## src/rtl/adc_seq_pkg.sv

```systemverilog
// Shared definitions for the ADC power sequencer: state encodings, register
// write operation codes, command bytes and small decode helpers.
package adc_seq_pkg;

   localparam logic [3:0] ST_OFF       = 4'd0;
   localparam logic [3:0] ST_ADC_WARM  = 4'd1;
   localparam logic [3:0] ST_ANA_WARM  = 4'd2;
   localparam logic [3:0] ST_INIT_WR   = 4'd3;
   localparam logic [3:0] ST_INIT_IDLE = 4'd4;
   localparam logic [3:0] ST_CAL_REQ   = 4'd5;
   localparam logic [3:0] ST_CAL       = 4'd6;
   localparam logic [3:0] ST_DES_EN    = 4'd7;
   localparam logic [3:0] ST_SAMPLING  = 4'd8;
   localparam logic [3:0] ST_DIS_SLEEP = 4'd9;
   localparam logic [3:0] ST_SLEEP     = 4'd10;
   localparam logic [3:0] ST_WAKE      = 4'd11;
   localparam logic [3:0] ST_DIS_CAL   = 4'd12;
   localparam logic [3:0] ST_SHUTDOWN  = 4'd13;
   localparam logic [3:0] ST_FAULT     = 4'd14;

   localparam logic [1:0] REGOP_INIT    = 2'd0;
   localparam logic [1:0] REGOP_DES_EN  = 2'd1;
   localparam logic [1:0] REGOP_DES_DIS = 2'd2;

   localparam logic [7:0] CMD_ON    = 8'h4F;  // "O"
   localparam logic [7:0] CMD_OFF   = 8'h6F;  // "o"
   localparam logic [7:0] CMD_CAL   = 8'h43;  // "C"
   localparam logic [7:0] CMD_DES   = 8'h4E;  // "N"
   localparam logic [7:0] CMD_SLEEP = 8'h53;  // "S"
   localparam logic [7:0] CMD_WAKE  = 8'h57;  // "W"

   // States in which a register write is being requested from the serial writer
   function automatic logic isWriteState(input logic [3:0] s);
      return (s == ST_INIT_WR) || (s == ST_DES_EN) ||
             (s == ST_DIS_SLEEP) || (s == ST_DIS_CAL);
   endfunction

   // Operation code presented to the serial writer for a given write state
   function automatic logic [1:0] regOpFor(input logic [3:0] s);
      logic [1:0] op;
      case (s)
         ST_INIT_WR: op = REGOP_INIT;
         ST_DES_EN:  op = REGOP_DES_EN;
         default:    op = REGOP_DES_DIS;
      endcase
      return op;
   endfunction

endpackage

```

## src/rtl/adc_seq_timer.sv

```systemverilog
// Shared delay/timeout counter for the ADC power sequencer. Counts up once per
// cycle, clears synchronously, saturates at all-ones and flags when the count
// equals the supplied terminal value.
import adc_seq_pkg::*;

module adc_seq_timer #(
   parameter int TIMER_W = 24
) (
   input  logic               Clock,
   input  logic               Reset,
   input  logic               clear,
   input  logic [TIMER_W-1:0] termValue,
   output logic               terminal
);

   logic [TIMER_W-1:0] count;

   // Count up within a state, restart on clear, hold at the top instead of wrapping
   always_ff @(posedge Clock) begin
      if (Reset || clear)
         count <= '0;
      else if (count != '1)
         count <= count + 1'b1;
   end

   assign terminal = (count == termValue);

endmodule

```

## src/rtl/adc_power_sequencer.sv

```systemverilog
// ADC power, calibration and DES sequencer. Drives supply enables, the CAL pin
// and register-write requests to an external serial writer.
// Optional build macro AUTO_CAL_EN: calibration starts and finishes without the
// "C"/"N" commands (the commands are still honoured).
import adc_seq_pkg::*;

module adc_power_sequencer #(
   parameter int TIMER_W      = 24,
   parameter int ADC_WARM_CYC = 256,
   parameter int ANA_WARM_CYC = 8388608,
   parameter int WAKE_CYC     = 128,
   parameter int SHUT_CYC     = 256,
   parameter int TIMEOUT_CYC  = 1048576
) (
   input  logic       Clock,
   input  logic       Reset,
   input  logic [7:0] Cmd,
   input  logic       NewCmd,
   input  logic       OutToADCEnable,
   input  logic       Sleep,
   input  logic       WakeUp,
   input  logic       InCalRunning,
   input  logic       RegWriteDone,
   output logic       RegReq,
   output logic [1:0] RegOp,
   output logic       ADCPower,
   output logic       AnalogPower,
   output logic       OutCal,
   output logic [3:0] State,
   output logic       Ready,
   output logic       Fault
);

   localparam logic [TIMER_W-1:0] ADC_WARM_TERM = TIMER_W'(ADC_WARM_CYC - 1);
   localparam logic [TIMER_W-1:0] ANA_WARM_TERM = TIMER_W'(ANA_WARM_CYC - 1);
   localparam logic [TIMER_W-1:0] WAKE_TERM     = TIMER_W'(WAKE_CYC - 1);
   localparam logic [TIMER_W-1:0] SHUT_TERM     = TIMER_W'(SHUT_CYC - 1);
   localparam logic [TIMER_W-1:0] TIMEOUT_TERM  = TIMER_W'(TIMEOUT_CYC - 1);

   logic [3:0]         state;
   logic [3:0]         stateNext;
   logic               stateChange;
   logic [TIMER_W-1:0] termValue;
   logic               timerTerm;
   logic               calEnded;

   logic cmdOn, cmdOff, cmdCal, cmdDes, cmdSleep, cmdWake;

   assign cmdOn    = NewCmd && (Cmd == CMD_ON);
   assign cmdOff   = NewCmd && (Cmd == CMD_OFF);
   assign cmdCal   = NewCmd && (Cmd == CMD_CAL);
   assign cmdDes   = NewCmd && (Cmd == CMD_DES);
   assign cmdSleep = NewCmd && (Cmd == CMD_SLEEP);
   assign cmdWake  = NewCmd && (Cmd == CMD_WAKE);

   assign stateChange = (stateNext != state);

   // Pick the terminal count for the current state: fixed delays for the
   // warm-up/wake/shutdown states, the handshake timeout everywhere else
   always_comb begin
      termValue = TIMEOUT_TERM;
      case (state)
         ST_ADC_WARM:  termValue = ADC_WARM_TERM;
         ST_ANA_WARM:  termValue = ANA_WARM_TERM;
         ST_INIT_IDLE: termValue = WAKE_TERM;
         ST_WAKE:      termValue = WAKE_TERM;
         ST_SHUTDOWN:  termValue = SHUT_TERM;
         default:      termValue = TIMEOUT_TERM;
      endcase
   end

   adc_seq_timer #(
      .TIMER_W(TIMER_W)
   ) timer (
      .Clock    (Clock),
      .Reset    (Reset),
      .clear    (stateChange),
      .termValue(termValue),
      .terminal (timerTerm)
   );

   // Next-state decision; losing board permission overrides everything except
   // in the states that are already unpowered or powering down
   always_comb begin
      stateNext = state;
      case (state)
         ST_OFF:       if (cmdOn) stateNext = ST_ADC_WARM;
         ST_ADC_WARM:  if (timerTerm) stateNext = ST_ANA_WARM;
         ST_ANA_WARM:  if (timerTerm) stateNext = ST_INIT_WR;
         ST_INIT_WR: begin
            if (RegWriteDone)   stateNext = ST_INIT_IDLE;
            else if (timerTerm) stateNext = ST_FAULT;
         end
         ST_INIT_IDLE: begin
            if (cmdCal) stateNext = ST_CAL_REQ;
`ifdef AUTO_CAL_EN
            else if (timerTerm) stateNext = ST_CAL_REQ;
`endif
         end
         ST_CAL_REQ: begin
            if (InCalRunning)   stateNext = ST_CAL;
            else if (timerTerm) stateNext = ST_FAULT;
         end
         ST_CAL: begin
            if (!InCalRunning && cmdDes) stateNext = ST_DES_EN;
`ifdef AUTO_CAL_EN
            else if (calEnded && !InCalRunning) stateNext = ST_DES_EN;
`endif
            else if (InCalRunning && !calEnded && timerTerm) stateNext = ST_FAULT;
         end
         ST_DES_EN: begin
            if (RegWriteDone)   stateNext = ST_SAMPLING;
            else if (timerTerm) stateNext = ST_FAULT;
         end
         ST_SAMPLING: begin
            if (cmdOff || !OutToADCEnable) stateNext = ST_SHUTDOWN;
            else if (cmdSleep || Sleep)    stateNext = ST_DIS_SLEEP;
            else if (cmdCal)               stateNext = ST_DIS_CAL;
         end
         ST_DIS_SLEEP: begin
            if (RegWriteDone)   stateNext = ST_SLEEP;
            else if (timerTerm) stateNext = ST_FAULT;
         end
         ST_SLEEP: begin
            if (cmdOff || !OutToADCEnable) stateNext = ST_SHUTDOWN;
            else if (cmdWake || WakeUp)    stateNext = ST_WAKE;
         end
         ST_WAKE:      if (timerTerm) stateNext = ST_DES_EN;
         ST_DIS_CAL: begin
            if (RegWriteDone)   stateNext = ST_CAL_REQ;
            else if (timerTerm) stateNext = ST_FAULT;
         end
         ST_SHUTDOWN:  if (timerTerm) stateNext = ST_OFF;
         ST_FAULT:     if (cmdOff || !OutToADCEnable || cmdOn) stateNext = ST_SHUTDOWN;
         default:      stateNext = ST_SHUTDOWN;
      endcase
      if (!OutToADCEnable && (state != ST_OFF) && (state != ST_ADC_WARM) &&
          (state != ST_SHUTDOWN))
         stateNext = ST_SHUTDOWN;
   end

   // State register
   always_ff @(posedge Clock) begin
      if (Reset)
         state <= ST_OFF;
      else
         state <= stateNext;
   end

   // Remember that calibration finished so CAL stops timing out and can wait
   // indefinitely for the DES enable command
   always_ff @(posedge Clock) begin
      if (Reset || stateChange)
         calEnded <= 1'b0;
      else if ((state == ST_CAL) && !InCalRunning)
         calEnded <= 1'b1;
   end

   // Registered outputs decoded from the next state so they line up with State;
   // RegOp only updates when a write is requested so it stays stable meanwhile
   always_ff @(posedge Clock) begin
      if (Reset) begin
         RegReq      <= 1'b0;
         RegOp       <= REGOP_INIT;
         ADCPower    <= 1'b0;
         AnalogPower <= 1'b0;
         OutCal      <= 1'b0;
         Ready       <= 1'b0;
         Fault       <= 1'b0;
      end else begin
         RegReq      <= isWriteState(stateNext);
         if (isWriteState(stateNext))
            RegOp    <= regOpFor(stateNext);
         ADCPower    <= (stateNext != ST_OFF);
         AnalogPower <= OutToADCEnable && (stateNext != ST_OFF) &&
                        (stateNext != ST_ADC_WARM) && (stateNext != ST_SHUTDOWN) &&
                        (stateNext != ST_FAULT);
         OutCal      <= (stateNext == ST_CAL_REQ);
         Ready       <= (stateNext == ST_SAMPLING);
         Fault       <= (stateNext == ST_FAULT);
      end
   end

   assign State = state;

endmodule

```

## config.mk

```make
export PLATFORM = sky130hd
export DESIGN_NAME = adc_power_sequencer
export DESIGN_NICKNAME = d
export VERILOG_FILES = /design/src/rtl/adc_seq_pkg.sv /design/src/rtl/adc_seq_timer.sv /design/src/rtl/adc_power_sequencer.sv
export SDC_FILE = /design/constraint.sdc
export NUM_CORES = 1
export LEC_CHECK = 0
export ABC_AREA = 1
export BUFFER_PORTS_ARGS = -buffer_cell sky130_fd_sc_hd__buf_2
export CORE_MARGIN = 2
export CORE_UTILIZATION = 50
export CTS_BUF_LIST = sky130_fd_sc_hd__clkbuf_16
export DETAILED_ROUTE_END_ITERATION = 7
export HOLD_SLACK_MARGIN = 0.1
export PLACE_DENSITY = 0.69
export SYNTH_ARGS = -nofsm -noshare
export SYNTH_HDL_FRONTEND = slang
export SYNTH_SLANG_ARGS = --single-unit
```

## constraint.sdc

```tcl
create_clock -name Clock -period 3.3 [get_ports Clock]
set_clock_uncertainty 0.05 [all_clocks]
set_input_delay 0.165 -clock Clock [delete_from_list [all_inputs] [get_ports Clock]]
set_output_delay 0.165 -clock Clock [all_outputs]
set_load 0.005 [all_outputs]
```

==> impl_results.md <==
- Top FF cell, synth: dfxtp_1
- Startpoint types: flop
- Arr. time, crit path: 3.11 ns
- Initial drt markers: 180
- CTS hold repair buffers: 0
- Num rows: 27
- Port Buf Inserts: 27
- Core ar.: 5440 µm²
- Worst-Skew Late Latency: 0.28 ns
- Total Wirelength: 6490 µm
- RSZ-0062 raised after global routing: no
- Post-synth EDFFs: 0
- Area grow syn2layout: 12.0%
- Pre-CTS setup slack: 0.366 ns
- Max_cap viols: 0
- Sequence of cells on the critical path: nand2_1 > nor2_2 > nor2_4 > nand3_2 > inv_2 > nor2_1 > nand3_1 > nand2_1 > o21ai_1 > nand2_1 > nand2_2 > inv_2 > nand2_1 > nand3_1 > nor2_2 > nand2_4 > buf_12 > nor2_4
- Post-CTS setup buffer count: 0
- Vias/cell: 5.15
- Clock power share: 0.227
- Sequential area share after synthesis: 0.268
- Worst vdd ir: 398 µV
- Cell-internal power: 1070 µW
- CTS root buffer: clkbuf_16
- Syn_area_per_cell: 6.74 µm²
- Worst endpoint required time: 3.41 ns
- Combinational Power Share: 0.497
- Slew HR: 0.692
- Pwr Density: 634 nW/µm²
- Layout cells sized above 1: 0.212
- Sw frac: 0.458
- Min Tclk post-route: 3.00 ns
- Worst reg2reg path depth: 18
- CP Buf/Inv Count: 3
- CP endpoint kind: flop
- Vias in the first global route: 2490
- Final setup fails: 0
- Cell family with most CP delay: simple AND/OR/NAND/NOR gates
- CTS clk-pin slew, worst paths: 0.06 ns
- CTS tree: yes
- WS Path Type: flop to flop
- Die Span Y: 78.4 µm
- Cell taking the most area after synthesis: dfxtp_1
- CP max-delay cell: dfxtp_1
- Final Power: 1970 µW
- HPWL after detailed placement: 5140 µm
- Resized cells post-CTS: 0
- # IOs: 28
- Dominant cells by area after synthesis: dfxtp_1, nand2_1, nor2_4, nor2_1, nand3_1
- Via Count: 2652
- LEAKAGE: 0.00139 µW
- Sequential share of power: 0.276
- Clock H-tree levels: 2
- Hold WC Path Type: primary input to flop
- Mapped Area: 2770 µm²
- Fmax: 333 MHz
- Synth cell types: 39
- Die width: 78.4 µm
- Total gr overflow: 0
- Post-route setup TNS: 0 ns
- Initial core utilization: 0.509
- First-pass GRT wire length: 11200 µm
- Synth async-reset ratio: 0
- Synth warn: 0
- Clk buf depth: 2
- Yosys reg bits: 37
- CTS buffer count: 5
- Final period utilization: 0.910
- Mapped Cells: 411
- Fin nets: 459
- Psw: 902 µW
- Largest net degree at the start of global routing: 14
- Status: completed
- DR pass1 iterations: 5
- Critical path depth: 18
- Drc violations: 0
- Top-area cell type share of the netlist area: 0.268
- Worst hold stages: 2
- Cell with the most instances after synthesis: nand2_1
- Most frequent CP cell: nand2_1
- Routability cong.: 0.930
- DR WL/cell: 12.6 µm
- Final WS setup: 0.298 ns
- Post-DRT Antenna Nets: 0
- Crit path max fanout: 13
- Slowest stage delay, CP: 0.60 ns
- Fin. Hold Viols: 0
- Worst-Margin Slew: 0.462 ns
- Antenna Cells: 0
- Clock net sink count: 37
- Number of antenna violations at the first check in global routing: 0
- Full die area: 6150 µm²
- Syn Nets: 428
- Fill cells: 546
- Final Max Tran Viols: 0
- Commonest cells in the synthesized netlist: nand2_1, nor2_1, inv_1
- Global-route usage over all layers: 0.225
layer usage:
layer	track usage	up-vias	share of wire
met5	0	-	0
met4	0.0754	0	0.022
met3	0.0391	14	0.046
met2	0.372	65	0.47
met1	0.298	1208	0.46
li1	-	1365	-
per-stage QoR:
step | hold slack [ns] | area, µm² | util | std cells
after floorplan | 0.256 | 2770 | - | 411
after global placement | 0.392 | 2960 | 0.545 | 507
after detailed placement | 0.396 | 2960 | 0.545 | 507
after CTS | 0.107 | 3100 | 0.570 | 515
after global routing | 0.121 | 3100 | 0.570 | 515
final | 0.109 | 3100 | 0.570 | 515
cells by family after synthesis:
group | share of synthesized area
xor gates and xnor gates | 0.0633
DFF | 0.268
adders and majority gates | 0.00452
AOI/OAI and AO/OA | 0.0538
and+or+nand+nor | 0.518
muxes | 0.00362
buffers and inverters | 0.0890
path summary, 6_finish.rpt:
check        startpoint               to  slack, ns
max            State[0]  timer.count[11]       0.30
min               Reset         State[0]       0.11
min reg2reg    RegOp[1]         RegOp[1]       0.42
max reg2reg    State[0]  timer.count[11]       0.30
cell type report:
cell class | instances | area (µm²) | share of cell area
Clock buffer | 5 | 125 | 0.0403
Clock inverter | 3 | 13.8 | 0.00444
Inverter | 52 | 195 | 0.0629
Multi-Input combinational cell | 318 | 1780 | 0.574
Sequential cell | 37 | 741 | 0.239
Tap cell | 72 | 90.1 | 0.0290
Timing Repair Buffer | 28 | 155 | 0.0500
power groups by stage:
stage	Clock, µW	Combinational [µW]	Sequential, µW
finish	446	978	544
global placement	0	974	550
global route	480	1090	549
floorplan	0	810	541
CTS	454	976	542
detailed placement	0	973	552
cell usage in the layout (no fill, tap or decap), drive strengths merged:
master    n
clkinv    2
o211ai    1
buf      28
and3      3
a31oi     2
a21o      1
xnor2     6
nand2    98
nand4    12
o21bai    2
ha        1
o21ai     9
a211o     1
clkbuf    5
inv      53
a21oi     4
mux2i     1
nor4      1
nor3     10
nor2    107
o21a      1
xor2     14
a21boi    1
or3       1
nand3    40
nand3b    1
dfxtp    37
o22ai     1
registers in the layout (all words and copies together) (netlist names):
signal,count
Fault,1
OutCal,1
RegOp,2
AnalogPower,1
calEnded,1
Ready,1
State,4
ADCPower,1
RegReq,1
timer.count,24
Power figures use the tool's default switching activity.
